$ cat src/rtl/usb_nrzi_line_encoder.sv
// rtl/usb_nrzi_line_encoder.sv - USB NRZI line encoder with bit timing and EOP generation (optional SYNC via USB_TX_SYNC_GEN_EN)
module usb_nrzi_line_encoder #(
    parameter int CLKS_PER_BIT = 8
) (
    input  logic clk,
    input  logic rst,
    input  logic tx_start,
    input  logic tx_data_bit,
    input  logic stuff_bit,
    input  logic eop_req,
    output logic shift_strobe,
    output logic d_plus,
    output logic d_minus,
    output logic tx_busy
);

    localparam int CW = $clog2(CLKS_PER_BIT);
    localparam logic [CW-1:0] CNT_LAST = CW'(CLKS_PER_BIT - 1);

`ifdef USB_TX_SYNC_GEN_EN
    typedef enum logic [2:0] {
        S_IDLE    = 3'd0,
        S_DATA    = 3'd1,
        S_EOP_SE0 = 3'd2,
        S_EOP_J   = 3'd3,
        S_SYNC    = 3'd4
    } state_t;
`else
    typedef enum logic [2:0] {
        S_IDLE    = 3'd0,
        S_DATA    = 3'd1,
        S_EOP_SE0 = 3'd2,
        S_EOP_J   = 3'd3
    } state_t;
`endif

    state_t        state, state_n;
    logic [CW-1:0] cnt, cnt_n;
    logic          line, line_n;       // 1 = J, 0 = K
    logic          se0_second, se0_n;  // set during the second SE0 bit period
    logic          boundary;
    logic          bit_val;
    logic          dp_n, dm_n;
`ifdef USB_TX_SYNC_GEN_EN
    logic [2:0]    sync_idx, sync_idx_n;
`endif

    assign boundary = (cnt == CNT_LAST);
    assign bit_val  = stuff_bit ? 1'b0 : tx_data_bit;
    assign tx_busy  = (state != S_IDLE);

    // Next-state, next-line and Mealy shift_strobe decode
    always_comb begin
        state_n      = state;
        cnt_n        = boundary ? '0 : cnt + CW'(1);
        line_n       = line;
        se0_n        = se0_second;
        shift_strobe = 1'b0;
`ifdef USB_TX_SYNC_GEN_EN
        sync_idx_n   = sync_idx;
`endif
        case (state)
            S_IDLE: begin
                cnt_n = '0;
                se0_n = 1'b0;
                if (tx_start) begin
`ifdef USB_TX_SYNC_GEN_EN
                    // First SYNC bit is a 0, so the line toggles
                    state_n    = S_SYNC;
                    line_n     = ~line;
                    sync_idx_n = 3'd0;
`else
                    state_n      = S_DATA;
                    line_n       = bit_val ? line : ~line;
                    shift_strobe = ~stuff_bit;
`endif
                end
            end
            S_DATA: begin
                if (boundary) begin
                    if (stuff_bit) begin
                        // Stuffed 0 always goes out before any EOP
                        line_n = ~line;
                    end else if (eop_req) begin
                        state_n = S_EOP_SE0;
                        se0_n   = 1'b0;
                    end else begin
                        line_n       = tx_data_bit ? line : ~line;
                        shift_strobe = 1'b1;
                    end
                end
            end
            S_EOP_SE0: begin
                if (boundary) begin
                    if (se0_second) begin
                        state_n = S_EOP_J;
                        se0_n   = 1'b0;
                    end else begin
                        se0_n = 1'b1;
                    end
                end
            end
            S_EOP_J: begin
                if (boundary) begin
                    state_n = S_IDLE;
                    line_n  = 1'b1;
                end
            end
`ifdef USB_TX_SYNC_GEN_EN
            S_SYNC: begin
                if (boundary) begin
                    if (sync_idx == 3'd7) begin
                        // Boundary ending the last SYNC bit samples the first data bit
                        state_n      = S_DATA;
                        line_n       = tx_data_bit ? line : ~line;
                        shift_strobe = 1'b1;
                    end else begin
                        // SYNC bits 1..6 are 0 (toggle), bit 7 is 1 (hold)
                        sync_idx_n = sync_idx + 3'd1;
                        line_n     = (sync_idx == 3'd6) ? line : ~line;
                    end
                end
            end
`endif
            default: begin
                state_n = S_IDLE;
                line_n  = 1'b1;
                cnt_n   = '0;
            end
        endcase
    end

    // Line levels derived from the next state and next line value
    always_comb begin
        dp_n = line_n;
        dm_n = ~line_n;
        case (state_n)
            S_IDLE:    begin dp_n = 1'b1; dm_n = 1'b0; end
            S_EOP_SE0: begin dp_n = 1'b0; dm_n = 1'b0; end
            S_EOP_J:   begin dp_n = 1'b1; dm_n = 1'b0; end
            default:   begin dp_n = line_n; dm_n = ~line_n; end
        endcase
    end

    // State, counter, line and registered output pair
    always_ff @(posedge clk) begin
        if (rst) begin
            state      <= S_IDLE;
            cnt        <= '0;
            line       <= 1'b1;
            se0_second <= 1'b0;
            d_plus     <= 1'b1;
            d_minus    <= 1'b0;
        end else begin
            state      <= state_n;
            cnt        <= cnt_n;
            line       <= line_n;
            se0_second <= se0_n;
            d_plus     <= dp_n;
            d_minus    <= dm_n;
        end
    end

`ifdef USB_TX_SYNC_GEN_EN
    // SYNC bit index register
    always_ff @(posedge clk) begin
        if (rst) begin
            sync_idx <= 3'd0;
        end else begin
            sync_idx <= sync_idx_n;
        end
    end
`endif

endmodule

$ cat config.mk
export PLATFORM = sky130hd
export DESIGN_NAME = usb_nrzi_line_encoder
export DESIGN_NICKNAME = d
export VERILOG_FILES = /design/src/rtl/usb_nrzi_line_encoder.sv
export SDC_FILE = /design/constraint.sdc
export NUM_CORES = 1
export LEC_CHECK = 0
export CAP_MARGIN = 15
export CORE_AREA = 3 3 40 42
export CTS_CLUSTER_DIAMETER = 30
export DETAILED_ROUTE_END_ITERATION = 12
export DIE_AREA = 0 0 43 45
export MAX_ROUTING_LAYER = met4
export PLACE_DENSITY_LB_ADDON = 0.25
export SLEW_MARGIN = 40
export SYNTH_ARGS = -nofsm -noshare
export SYNTH_HDL_FRONTEND = slang
export SYNTH_SLANG_ARGS = --single-unit
$ cat constraint.sdc
create_clock -name clk -period 3 [get_ports clk]
set_clock_uncertainty 0.05 [all_clocks]
set_input_delay 0.6 -clock clk [delete_from_list [all_inputs] [get_ports clk]]
set_output_delay 0.6 -clock clk [all_outputs]
set_load 0.03 [all_outputs]
## Yosys cells after proc, flatten, opt, wreduce, memory -nomap -nowiden

Cells that the tools add are included.

- Add/subtract/negate cells: 1
- Equality and inequality tests: 10
- Multiplexer cells: 29
- Bitwise logic cells: 4
- Reduce and logical (&&, ||, !) cells: 9

Operators by type and width:

| cell | number |
|---|---|
| $mux 3 | 7 |
| $mux 1 | 17 |
| $eq 3x2->1 const B | 4 |
| $pmux 3 s4 | 1 |
| $ne 2x2->1 const B | 4 |
| $logic_not 3->1 | 2 |
| $reduce_bool 3->1 | 2 |
| $reduce_or 3->1 | 2 |
| $reduce_and 5->1 | 1 |
| $not 1->1 | 4 |
| $pmux 1 s2 | 2 |
| $pmux 1 s4 | 1 |
| $reduce_or 4->1 | 1 |
| $add 3x1->3 const B | 1 |
| $eq 3x1->1 const B | 1 |
| $eq 3x3->1 const B | 1 |
| $pmux 1 s3 | 1 |
| $reduce_or 2->1 | 1 |

- Flip-flop bits (word level): 10
- Bits of input ports: 6

## Logic depth before layout (Yosys ltp)

- Depth after elaboration: 7
- Mapped depth: 6

## Least setup slack after synthesis

OpenSTA, ideal clock, no wires.

- Path kind: reg-to-output
- Start point: register cnt[0]
- End point: output shift_strobe
- Arrival time: 1.828 ns
- Required time: 2.350 ns
- Setup slack: 0.522 ns
- Stages on the path, launching flop included: 7
- Path through: dfxtp_1 > ha_1 > ha_1 > nand2_1 > nor2_1 > a21oi_1 > nor4_1

- Longest elaborated chain between the ends: 3

RTL lines:

| element | RTL line | RTL |
|---|---|---|
| from (decl) | 38 | `logic [CW-1:0] cnt, cnt_n;` |
| from (signal assigned) | 156 | `cnt <= cnt_n;` |
| $eq 3x3->1 | 48 | `assign boundary = (cnt == CNT_LAST);` |
| $mux 1 | 80 | `if (boundary) begin` |
| $pmux 1 s2 | 62 | `case (state)` |
| to (decl) | 11 | `output logic shift_strobe,` |

No other way between the ends.

## Final worst setup path

Same ends and word-level chain as after synthesis.

==> results.cfg <==
[placed_design]
place_hpwl_um = 796
dp_cells = 86
gp_congestion = 0.864
io_buffer_count = 9

[power_and_ir_drop]
powerDensity_mw_per_mm2 = 438
p_sw_share_pct = 22.8
combPwrFrac_pct = 12.5
seqPwrFrac_pct = 47.5
p_switching_uw = 67.3
p_leak_uw = 0.000274
finalPower_uw = 295
vdd_drop_max_v = 0.000211
clkPwrFrac_pct = 40.1
internal_power_uw = 228

[finish]
layout_commonest_cell = dfxtp_1
antenna_cells = 0
final_layout_size_suffix_gt1_share_pct = 9.33
stdcell_count = 90
fillers = 129
multi_input_area_um2 = 309
final_cell_mix = 10 x dfxtp_1, 9 x clkdlybuf4s50_1, 6 x nor2_1, 6 x a21oi_1, 5 x inv_1
area_delta_synth_final_pct = 25.1
nets = 85
regArea_um2 = 200

[run]
drv_cap = 0

[timing]
rsz0062_at_grt = false
hold_violations = 0
post-route-period-util_pct = 94.8
drv_slew = 0
tns_ns = 0
period_needed_ns = 2.85
fmax_mhz = 351
setup_violations = 0

[route]
drt_iter0_markers = 8
wl_mm = 1.02
vias = 482
wl_per_cell_um = 11.4
drc = 0
drt-pass1-iter-count = 4
via_per_inst = 5.36
antenna_left = 0

[clock_network]
cts_tree = done
cts_buffer_depth = 2
cts_sinks = 10
cts_max_level = 1
clock-root-buffer = clkbuf_4
cts_hold_buf = 0
clkLatencyLatePin_ns = 0.26
cts_made_buffers = 3
cts_setup_buffers = 0
cts.clk_slew.worst_paths_ns = 0.07
cts_resized = 0

[critical_path]
worstPathArrival_ns = 2.20
start_kind = flop
required_ns = 2.35
cp_max_fo = 7
critPathKind = reg2out
critPathCaptureType = primary output

[synthesis]
synth_fp_nets = 73
ys_seq_area_share_pct = 37.2
yosysWarnings = 0
synthesis.area_um2 = 538
synth-edff-count = 0
ys_seq_elements = 10
ys.flop_type = dfxtp_1
synth_cell_types = 33
syn-instance-count = 64
synth-async-reset-ratio_pct = 0
synth.avg_cell_area_um2 = 8.41

[grt]
grt_pass1_wl_mm = 1.75
grt_max_degree = 12
grt_pass1_vias = 430
antenna_found_initial = 0
grt_remaining_overflow = 0
globalRouteTotalUtil_pct = 12.8

[floorplanning]
pin_count = 10
start_util_pct = 41.9
dieArea_mm2 = 0.00194
die_h_um = 45
num_rows = 13
die_w_um = 43
coreArea_mm2 = 0.00128

[min_path]
hp-class = reg2reg

[run_status]
status = complete, no violations
==> routing by layer <==
layer / track usage, % / vias up / wire (um)
li1: - / 253 / -
met1: 13.4 / 220 / 475
met2: 20.1 / 7 / 501
met3: 5.98 / 2 / 35
met4: 7.23 / 0 / 10
met5: - / - / 0
==> area by class of cell <==
type	instances	share of cell area, %
clock buffers	4	5.39
repair buffers	9	13.4
flip-flops and latches	10	29.7
inverters	5	2.79
multi-input cells	47	45.9
well taps	15	2.79
==> kinds of logic after synthesis <==
logic type | synth area share (%)
and+or+nand+nor | 26.7
AOI/OAI and AO/OA | 23.0
DFF | 37.2
buffers and inverters | 5.35
adders and majority gates | 6.98
other | 0.697
==> power by group through the flow <==
stage / clock network (uW) / logic, uW / registers [uW]
final: 118 / 36.8 / 140
after floorplan: 0 / 20.5 / 143
after CTS: 123 / 36.9 / 140
after global routing: 131 / 40.4 / 141
after detailed placement: 0 / 36.8 / 143
after global placement: 0 / 36.7 / 143
==> registers in the layout (all words and copies together), names as in the netlist <==
name and flops:
cnt 3, state 3, d_minus 1, d_plus 1, line 1, se0_second 1
==> metrics by stage <==
step | util (%) | hold slack (ns) | cell area, um^2 | setup WS [ns]
CTS | 52.4 | 0.377 | 673 | 0.149
detailed placement | 49.6 | 0.360 | 637 | 0.259
global placement | 49.6 | 0.360 | 637 | 0.277
floorplan | - | 0.348 | 538 | 0.522
global route | 52.4 | 0.404 | 673 | 0.0142
finish | 52.4 | 0.378 | 673 | 0.155
==> synthesized netlist by cell type (all sizes together), types with 2 or more instances <==
master / n / share of area [%]
dfxtp: 10 / 37
a21oi: 6 / 5.6
nor2: 6 / 4.2
inv: 5 / 3.5
ha: 3 / 7.0
and2: 2 / 2.3
buf: 2 / 1.9
nand2: 2 / 1.4
nand4: 2 / 2.3
nor2b: 2 / 2.3
nor3: 2 / 1.9
o21ai: 2 / 1.9
or2: 2 / 2.3
or3: 2 / 2.6
==> worst max-delay path, cell delays in order (launching register included) <==
cell             delay [ns]
dfxtp_1                0.34
ha_1                   0.17
ha_1                   0.29
nand2_1                0.11
nor2_1                 0.10
a21oi_1                0.05
nor4_1                 0.16
clkdlybuf4s50_1        0.71
==> path summary, 6_finish.rpt <==
kind	from	to	slack (ns)	depth (start not counted)
setup / recovery	cnt[0]$_SDFF_PP0_	shift_strobe	0.15	7
hold / removal	cnt[0]$_SDFF_PP0_	cnt[0]$_SDFF_PP0_	0.38	1
setup reg to reg	cnt[0]$_SDFF_PP0_	d_plus$_SDFF_PP1_	1.18	6
hold reg to reg	cnt[0]$_SDFF_PP0_	cnt[0]$_SDFF_PP0_	0.38	1
(Power assumes the default switching activity.)
